## config.mk

```make
export PLATFORM = sky130hd
export DESIGN_NAME = uart_rx_dev
export DESIGN_NICKNAME = d
export VERILOG_FILES = /design/src/rtl/uart_rx_pkg.sv /design/src/rtl/uart_rx_fifo.sv /design/src/rtl/uart_rx_dev.sv
export SDC_FILE = /design/constraint.sdc
export NUM_CORES = 1
export LEC_CHECK = 0
export BUFFER_PORTS_ARGS = -buffer_cell sky130_fd_sc_hd__buf_2
export CORE_ASPECT_RATIO = 2
export CORE_MARGIN = 2
export CORE_UTILIZATION = 58
export DETAILED_ROUTE_END_ITERATION = 8
export HOLD_SLACK_MARGIN = 0.02
export PLACE_DENSITY = 0.83
export REMOVE_ABC_BUFFERS = 1
export SYNTH_ARGS = -nofsm -noshare
export SYNTH_HDL_FRONTEND = slang
export SYNTH_SLANG_ARGS = --single-unit
```

## constraint.sdc

```tcl
create_clock -name clk_sys_i -period 8.87 [get_ports clk_sys_i]
set_input_delay 1.3305 -clock clk_sys_i [delete_from_list [all_inputs] [get_ports clk_sys_i]]
set_output_delay 1.3305 -clock clk_sys_i [all_outputs]
set_load 0.05 [all_outputs]
```

## src/rtl/uart_rx_pkg.sv

```systemverilog
// Shared constants and types for the memory-mapped UART receiver.
package uart_rx_pkg;

  localparam logic [3:0] OFF_RXDATA = 4'h0;
  localparam logic [3:0] OFF_STATUS = 4'h4;
  localparam logic [3:0] OFF_CTRL   = 4'h8;

  localparam int ST_NOT_EMPTY  = 0;
  localparam int ST_FULL       = 1;
  localparam int ST_OVERFLOW   = 2;
  localparam int ST_FRAME_ERR  = 3;
  localparam int ST_PARITY_ERR = 4;

  typedef enum logic [2:0] {
    IDLE,
    START,
    DATA,
    PARITY,
    STOP
  } rx_state_e;

endpackage

```

## src/rtl/uart_rx_fifo.sv

```systemverilog
// Receive byte FIFO; a push into a full FIFO lands only if a pop frees a slot in the same cycle.
module uart_rx_fifo #(
  parameter int Width = 8,
  parameter int Depth = 8
) (
  input  logic             clk_sys_i,
  input  logic             rst_sys_ni,
  input  logic             push_i,
  input  logic             pop_i,
  input  logic [Width-1:0] wdata_i,
  output logic [Width-1:0] rdata_o,
  output logic             empty_o,
  output logic             full_o
);
  localparam int AW = $clog2(Depth);

  logic [Width-1:0] mem_q [Depth];
  logic [AW:0]      wptr_q, rptr_q;
  logic             do_push, do_pop;

  assign empty_o = (wptr_q == rptr_q);
  assign full_o  = (wptr_q[AW] != rptr_q[AW]) && (wptr_q[AW-1:0] == rptr_q[AW-1:0]);
  assign do_pop  = pop_i & ~empty_o;
  assign do_push = push_i & (~full_o | do_pop);
  assign rdata_o = mem_q[rptr_q[AW-1:0]];

  always_ff @(posedge clk_sys_i or negedge rst_sys_ni) begin
    if (!rst_sys_ni) begin
      wptr_q <= '0;
      rptr_q <= '0;
    end else begin
      if (do_push) wptr_q <= wptr_q + 1'b1;
      if (do_pop)  rptr_q <= rptr_q + 1'b1;
    end
  end

  always_ff @(posedge clk_sys_i) begin
    if (do_push) mem_q[wptr_q[AW-1:0]] <= wdata_i;
  end

endmodule

```

## src/rtl/uart_rx_dev.sv

```systemverilog
// Memory-mapped 8N1 UART receiver with byte FIFO and level IRQ.
// Define UART_RX_PARITY_EN to receive 8E1 frames and report parity errors.
module uart_rx_dev
  import uart_rx_pkg::*;
#(
  parameter int ClockFrequency = 50_000_000,
  parameter int BaudRate       = 115200,
  parameter int FifoDepth      = 8
) (
  input  logic        clk_sys_i,
  input  logic        rst_sys_ni,
  input  logic        device_req_i,
  input  logic [31:0] device_addr_i,
  input  logic        device_we_i,
  input  logic [3:0]  device_be_i,
  input  logic [31:0] device_wdata_i,
  output logic        device_rvalid_o,
  output logic [31:0] device_rdata_o,
  input  logic        uart_rx_i,
  output logic        rx_irq_o
);
  localparam int BitDiv = ClockFrequency / BaudRate;
  localparam int CntW   = $clog2(BitDiv);
  localparam logic [CntW-1:0] HalfLoad = CntW'(BitDiv / 2 - 1);
  localparam logic [CntW-1:0] FullLoad = CntW'(BitDiv - 1);

  logic            sync1_q, sync2_q, prev_q;
  rx_state_e       state_q, state_d;
  logic [CntW-1:0] cnt_q, cnt_d;
  logic [2:0]      bit_q, bit_d;
  logic [7:0]      shreg_q, shreg_d;
  logic            tick, push, frame_set;
`ifdef UART_RX_PARITY_EN
  logic            par_q, par_d, par_set, par_err_q;
`endif

  logic        rd_en, wr_en, sel_rx, sel_st, sel_ctrl, pop, ovf_set;
  logic [4:0]  clr;
  logic [7:0]  fifo_rdata;
  logic        fifo_empty, fifo_full;
  logic        ovf_q, frm_q, irq_en_q, irq_q, rvalid_q;
  logic [31:0] rdata_q, rdata_d, status;
  logic        unused_bits;

  // The line idles high, so the synchroniser resets to 1 to avoid a fake start edge.
  always_ff @(posedge clk_sys_i or negedge rst_sys_ni) begin
    if (!rst_sys_ni) begin
      sync1_q <= 1'b1;
      sync2_q <= 1'b1;
      prev_q  <= 1'b1;
    end else begin
      sync1_q <= uart_rx_i;
      sync2_q <= sync1_q;
      prev_q  <= sync2_q;
    end
  end

  always_ff @(posedge clk_sys_i or negedge rst_sys_ni) begin
    if (!rst_sys_ni) begin
      state_q <= IDLE;
      cnt_q   <= '0;
      bit_q   <= '0;
      shreg_q <= '0;
`ifdef UART_RX_PARITY_EN
      par_q   <= 1'b0;
`endif
    end else begin
      state_q <= state_d;
      cnt_q   <= cnt_d;
      bit_q   <= bit_d;
      shreg_q <= shreg_d;
`ifdef UART_RX_PARITY_EN
      par_q   <= par_d;
`endif
    end
  end

  assign tick = (cnt_q == '0);

  always_comb begin
    state_d   = state_q;
    cnt_d     = cnt_q;
    bit_d     = bit_q;
    shreg_d   = shreg_q;
    push      = 1'b0;
    frame_set = 1'b0;
`ifdef UART_RX_PARITY_EN
    par_d     = par_q;
    par_set   = 1'b0;
`endif
    if (state_q != IDLE && !tick) cnt_d = cnt_q - 1'b1;
    case (state_q)
      IDLE: begin
        // Half-bit load puts every later sample at the bit centre.
        if (prev_q && !sync2_q) begin
          state_d = START;
          cnt_d   = HalfLoad;
        end
      end
      START: begin
        if (tick) begin
          if (!sync2_q) begin
            state_d = DATA;
            bit_d   = '0;
            cnt_d   = FullLoad;
          end else begin
            state_d = IDLE;
          end
        end
      end
      DATA: begin
        if (tick) begin
          shreg_d = {sync2_q, shreg_q[7:1]};
          bit_d   = bit_q + 3'd1;
          cnt_d   = FullLoad;
          if (bit_q == 3'd7) begin
`ifdef UART_RX_PARITY_EN
            state_d = PARITY;
`else
            state_d = STOP;
`endif
          end
        end
      end
`ifdef UART_RX_PARITY_EN
      PARITY: begin
        if (tick) begin
          par_d   = sync2_q;
          cnt_d   = FullLoad;
          state_d = STOP;
        end
      end
`endif
      STOP: begin
        if (tick) begin
          state_d = IDLE;
          if (!sync2_q) frame_set = 1'b1;
`ifdef UART_RX_PARITY_EN
          else if (par_q != ^shreg_q) par_set = 1'b1;
`endif
          else push = 1'b1;
        end
      end
      default: state_d = IDLE;
    endcase
  end

  uart_rx_fifo #(
    .Width(8),
    .Depth(FifoDepth)
  ) u_fifo (
    .clk_sys_i (clk_sys_i),
    .rst_sys_ni(rst_sys_ni),
    .push_i    (push),
    .pop_i     (pop),
    .wdata_i   (shreg_q),
    .rdata_o   (fifo_rdata),
    .empty_o   (fifo_empty),
    .full_o    (fifo_full)
  );

  assign rd_en    = device_req_i & ~device_we_i;
  assign wr_en    = device_req_i & device_we_i & device_be_i[0];
  assign sel_rx   = (device_addr_i[3:2] == OFF_RXDATA[3:2]);
  assign sel_st   = (device_addr_i[3:2] == OFF_STATUS[3:2]);
  assign sel_ctrl = (device_addr_i[3:2] == OFF_CTRL[3:2]);
  assign pop      = rd_en & sel_rx;
  assign ovf_set  = push & fifo_full & ~pop;
  assign clr      = (wr_en && sel_st) ? device_wdata_i[4:0] : 5'b0;

  always_comb begin
    status               = '0;
    status[ST_NOT_EMPTY] = ~fifo_empty;
    status[ST_FULL]      = fifo_full;
    status[ST_OVERFLOW]  = ovf_q;
    status[ST_FRAME_ERR] = frm_q;
`ifdef UART_RX_PARITY_EN
    status[ST_PARITY_ERR] = par_err_q;
`endif
    rdata_d = '0;
    if (rd_en) begin
      if (sel_rx && !fifo_empty) rdata_d = {24'b0, fifo_rdata};
      else if (sel_st)           rdata_d = status;
      else if (sel_ctrl)         rdata_d = {31'b0, irq_en_q};
    end
  end

  // Sticky flags: a set in the same cycle as a W1C clear wins.
  always_ff @(posedge clk_sys_i or negedge rst_sys_ni) begin
    if (!rst_sys_ni) begin
      rvalid_q  <= 1'b0;
      rdata_q   <= '0;
      irq_q     <= 1'b0;
      irq_en_q  <= 1'b0;
      ovf_q     <= 1'b0;
      frm_q     <= 1'b0;
`ifdef UART_RX_PARITY_EN
      par_err_q <= 1'b0;
`endif
    end else begin
      rvalid_q  <= device_req_i;
      rdata_q   <= rdata_d;
      irq_q     <= irq_en_q & ~fifo_empty;
      ovf_q     <= ovf_set | (ovf_q & ~clr[ST_OVERFLOW]);
      frm_q     <= frame_set | (frm_q & ~clr[ST_FRAME_ERR]);
`ifdef UART_RX_PARITY_EN
      par_err_q <= par_set | (par_err_q & ~clr[ST_PARITY_ERR]);
`endif
      if (wr_en && sel_ctrl) irq_en_q <= device_wdata_i[0];
    end
  end

  assign device_rvalid_o = rvalid_q;
  assign device_rdata_o  = rdata_q;
  assign rx_irq_o        = irq_q;

`ifdef UART_RX_PARITY_EN
  assign unused_bits = ^{device_addr_i[31:4], device_addr_i[1:0], device_be_i[3:1],
                         device_wdata_i[31:5]};
`else
  assign unused_bits = ^{device_addr_i[31:4], device_addr_i[1:0], device_be_i[3:1],
                         device_wdata_i[31:5], clr[ST_PARITY_ERR]};
`endif

endmodule

```

==> results_tabular.tex <==
\begin{tabular}{lr}
\hline
Metric & Value \\
\hline
\multicolumn{2}{l}{\textbf{GRT}} \\
Global-route wire length before repair & 14740 um \\
Residual overflow from global routing & 0 \\
Antenna violations before repair & 0 \\
Pin count of the biggest net entering global routing & 48 \\
Via count of the first global-routing pass & 2888 \\
Total GRT Usage & 21.06\% \\
\multicolumn{2}{l}{\textbf{Clocking}} \\
TritonCTS buffer count & 9 \\
Number of buffers on the longest clock path & 2 \\
Sink count of the clock tree & 111 \\
Skew-Pair Late Insertion Delay & 0.35 ns \\
Register clock-pin slew on the reported worst setup and hold paths & 0.07 ns \\
Master cell of the clock root buffer & clkbuf\_16 \\
TritonCTS clock tree & built \\
Number of gates given a new drive strength after cts & 0 \\
H-tree depth & 3 \\
Total setup buffers inserted after CTS & 0 \\
Total of hold buffers inserted after clock tree synthesis & 0 \\
\multicolumn{2}{l}{\textbf{Layout}} \\
Final design utilization & 64.86\% \\
Proportion of layout cells with a drive suffix above 1 & 19.61\% \\
Area growth from synthesis to layout & 8.920\% \\
Most frequent cells in the layout & 64 x edfxtp\_1, 44 x dfrtp\_1, 24 x conb\_1 \\
Layout Cells excl Fill & 460 \\
Post-route cell area & 5378 um2 \\
Antenna Diode Count & 0 \\
Number of nets in the final layout & 436 \\
Most frequent standard cell in the layout excluding fill and tap cells & edfxtp\_1 \\
Number of filler instances in the final layout & 574 \\
Register area & 3102 um2 \\
Multi-input gate area & 1639 um2 \\
\multicolumn{2}{l}{\textbf{Setup path}} \\
Element type at the critical path end & register \\
Data arrival at the endpoint of the critical path & 3.24 ns \\
Worst reg2reg startpoint & cnt\_q[0] \\
Reg-to-reg setup timing slack & 5.97 ns \\
Worst reg-to-reg path cell count & 6 \\
Startpoint class of the critical path & input port \\
Data required time at the worst endpoint & 8.85 ns \\
Worst-path maximum fanout & 8 \\
Setup Crit Path Kind & in -> reg \\
Reg-to-reg endpoint & u\_fifo.mem\_q[5][4] \\
\multicolumn{2}{l}{\textbf{Route}} \\
Met2 wire length & 5209 um \\
First-pass iteration count of the detailed router & 4 \\
DR vias/cell & 6.124 \\
DR iter-0 viols & 168 \\
Via count of the routed design & 2817 \\
DRC violation count after routing & 0 \\
Met1 layer wirelength in the final routing & 3270 um \\
Remaining number of nets flagged by the antenna check after routing & 0 \\
Final Routed Wirelength & 9142 um \\
Routed length per placed instance & 19.87 um \\
DR top layer & met4 \\
Met3 wire length & 382 um \\
\multicolumn{2}{l}{\textbf{Yosys}} \\
Portion of the post-synthesis area used by sequential elements & 62.82\% \\
Synthesized instance count & 335 \\
Mean instance size in the synthesized netlist & 14.74 um2 \\
Top FF cell, synth & edfxtp\_1 \\
Number of synthesized flops with an enable pin & 64 \\
Number of distinct library cells after synthesis & 56 \\
Combined area of all synthesized cells & 4937 um2 \\
Warnings, synthesis & 0 \\
FFs w/ async S/R, synth & 42.34\% \\
Synthesis-stage register bit count & 111 \\
\multicolumn{2}{l}{\textbf{Hold path}} \\
Hold path depth & 0 \\
Worst-case hold path end point & sync2\_q \\
HP Class & reg -> reg \\
Startpoint of the tightest hold check path & sync1\_q \\
\multicolumn{2}{l}{\textbf{Floorplan}} \\
Number of top-level pins & 107 \\
Core box area & 8292 um2 \\
Die H & 134.5 um \\
Width of the die & 69.24 um \\
Total die area & 9311 um2 \\
Initial core utilization & 59.54\% \\
Standard-cell row count & 47 \\
\multicolumn{2}{l}{\textbf{Place}} \\
Total cell area at the placement stage & 5057 um2 \\
Detailed Place HPWL & 6115 um \\
Minimum setup slack after placement & 5.254 ns \\
Instance count after placement with tap cells included & 444 \\
Placer Congestion & 0.8171 \\
PortBufs & 20 \\
\multicolumn{2}{l}{\textbf{Timing}} \\
Final count of pins violating max slew & 0 \\
Slew at the pin closest to its max-slew limit & 1.100 ns \\
Worst hold slack & 0.3560 ns \\
Worst setup skew after layout & 0.007121 ns \\
Fin Setup TNS & 0 ns \\
Hold violation total from the final report & 0 \\
Final Critical Period & 3.261 ns \\
Number of setup violations in the final report & 0 \\
Fraction of the cycle the final worst path needs & 36.77\% \\
Relative slew margins & 26.68\% \\
Top achievable clock speed & 306.6 MHz \\
Unrepaired setup endpoints after global routing & no \\
Final critical-path setup slack & 5.609 ns \\
\multicolumn{2}{l}{\textbf{Flow run}} \\
Maximum capacitance violations & 0 \\
\multicolumn{2}{l}{\textbf{Power}} \\
VDD IR max & 0.0001410 V \\
Cell Pwr Density & 214.4 nW/um2 \\
Leak pwr & 2.094 nW \\
Final total power & 1.153 mW \\
\multicolumn{2}{l}{\textbf{Status}} \\
Outcome & completed \\
\hline
\end{tabular}
[cell usage after synthesis (5+ instances only)]
| cell type | count | area share, % |
|---|---|---|
| nand2_1 | 9 | 0.68 |
| dfrtp_1 | 44 | 22 |
| a31oi_1 | 6 | 0.76 |
| mux2i_1 | 9 | 1.8 |
| nor3b_1 | 7 | 1.1 |
| o211ai_1 | 5 | 0.76 |
| a21oi_1 | 5 | 0.51 |
| ha_1 | 6 | 1.5 |
| buf_4 | 25 | 3.8 |
| edfxtp_1 | 64 | 39 |
| nor2_1 | 11 | 0.84 |
| xor2_1 | 8 | 1.4 |
| nor3_1 | 9 | 0.91 |
| nand3_1 | 8 | 0.81 |
| mux2_1 | 8 | 1.8 |
| xnor2_1 | 11 | 2.0 |
| mux4_2 | 15 | 6.8 |
| o21ai_0 | 6 | 0.61 |
| clkbuf_1 | 11 | 0.84 |
| inv_1 | 9 | 0.68 |
[registers in the layout (all words and copies together), names as in the netlist]
name / cells
u_fifo.mem_q: 64
cnt_q: 9
device_rdata_o: 8
shreg_q: 8
u_fifo.rptr_q: 4
u_fifo.wptr_q: 4
bit_q: 3
state_q: 3
device_rvalid_o: 1
frm_q: 1
irq_en_q: 1
ovf_q: 1
prev_q: 1
rx_irq_o: 1
sync1_q: 1
sync2_q: 1
[kinds of logic (layout without fill, tap and decap cells)]
kind of cell	Yosys count	in the layout	share of synthesized area, %
xor+xnor	19	19	3.371
other cells	1	24	0.07595
fa+ha+maj	6	6	1.520
flops	111	111	62.82
simple gates	71	71	8.667
compound gates	42	42	6.235
mux	36	36	11.48
buf+inv	49	53	5.829
[how the worst max path moves through the flow]
| stage | startpoint | to | slack (ns) | cells after the start |
|---|---|---|---|---|
| after floorplan | device_addr_i[3] | u_fifo.mem_q[2][0] | 5.36 | 4 |
| after global placement | device_addr_i[3] | u_fifo.mem_q[5][5] | 5.29 | 5 |
| after detailed placement | device_addr_i[3] | u_fifo.mem_q[5][5] | 5.25 | 5 |
| after CTS | device_addr_i[3] | u_fifo.mem_q[5][3] | 5.59 | 5 |
| after global routing | device_addr_i[3] | u_fifo.mem_q[5][3] | 5.48 | 5 |
| final | device_addr_i[3] | u_fifo.mem_q[5][4] | 5.61 | 5 |
[cell type report]
cell class	count	area share [%]
clock buffers	9	4.188
multi-input cells	198	30.48
clock inverters	7	1.768
inverters	9	0.6282
well taps	98	2.280
repair buffers	28	2.978
flip-flops and latches	111	57.68
[power breakdown]
| group | internal [mW] | leakage (nW) | total [mW] | switching [mW] |
|---|---|---|---|---|
| combinational | 0.0470 | 0.769 | 0.128 | 0.0811 |
| sequential | 0.565 | 1.17 | 0.601 | 0.0359 |
| clock | 0.248 | 0.157 | 0.424 | 0.177 |
[critical path, stage by stage]
cell      delay (ns)
buf_2           0.13
nor3b_1         0.51
a2111o_1        0.35
o211ai_1        0.18
nor3b_2         0.72
[per-layer routing]
layer	vias up	track usage [%]
met5	-	0
met4	0	10.46
met3	25	4.552
met2	109	39.21
met1	1413	21.94
li1	1270	-
Power figures use the tool's default switching activity.
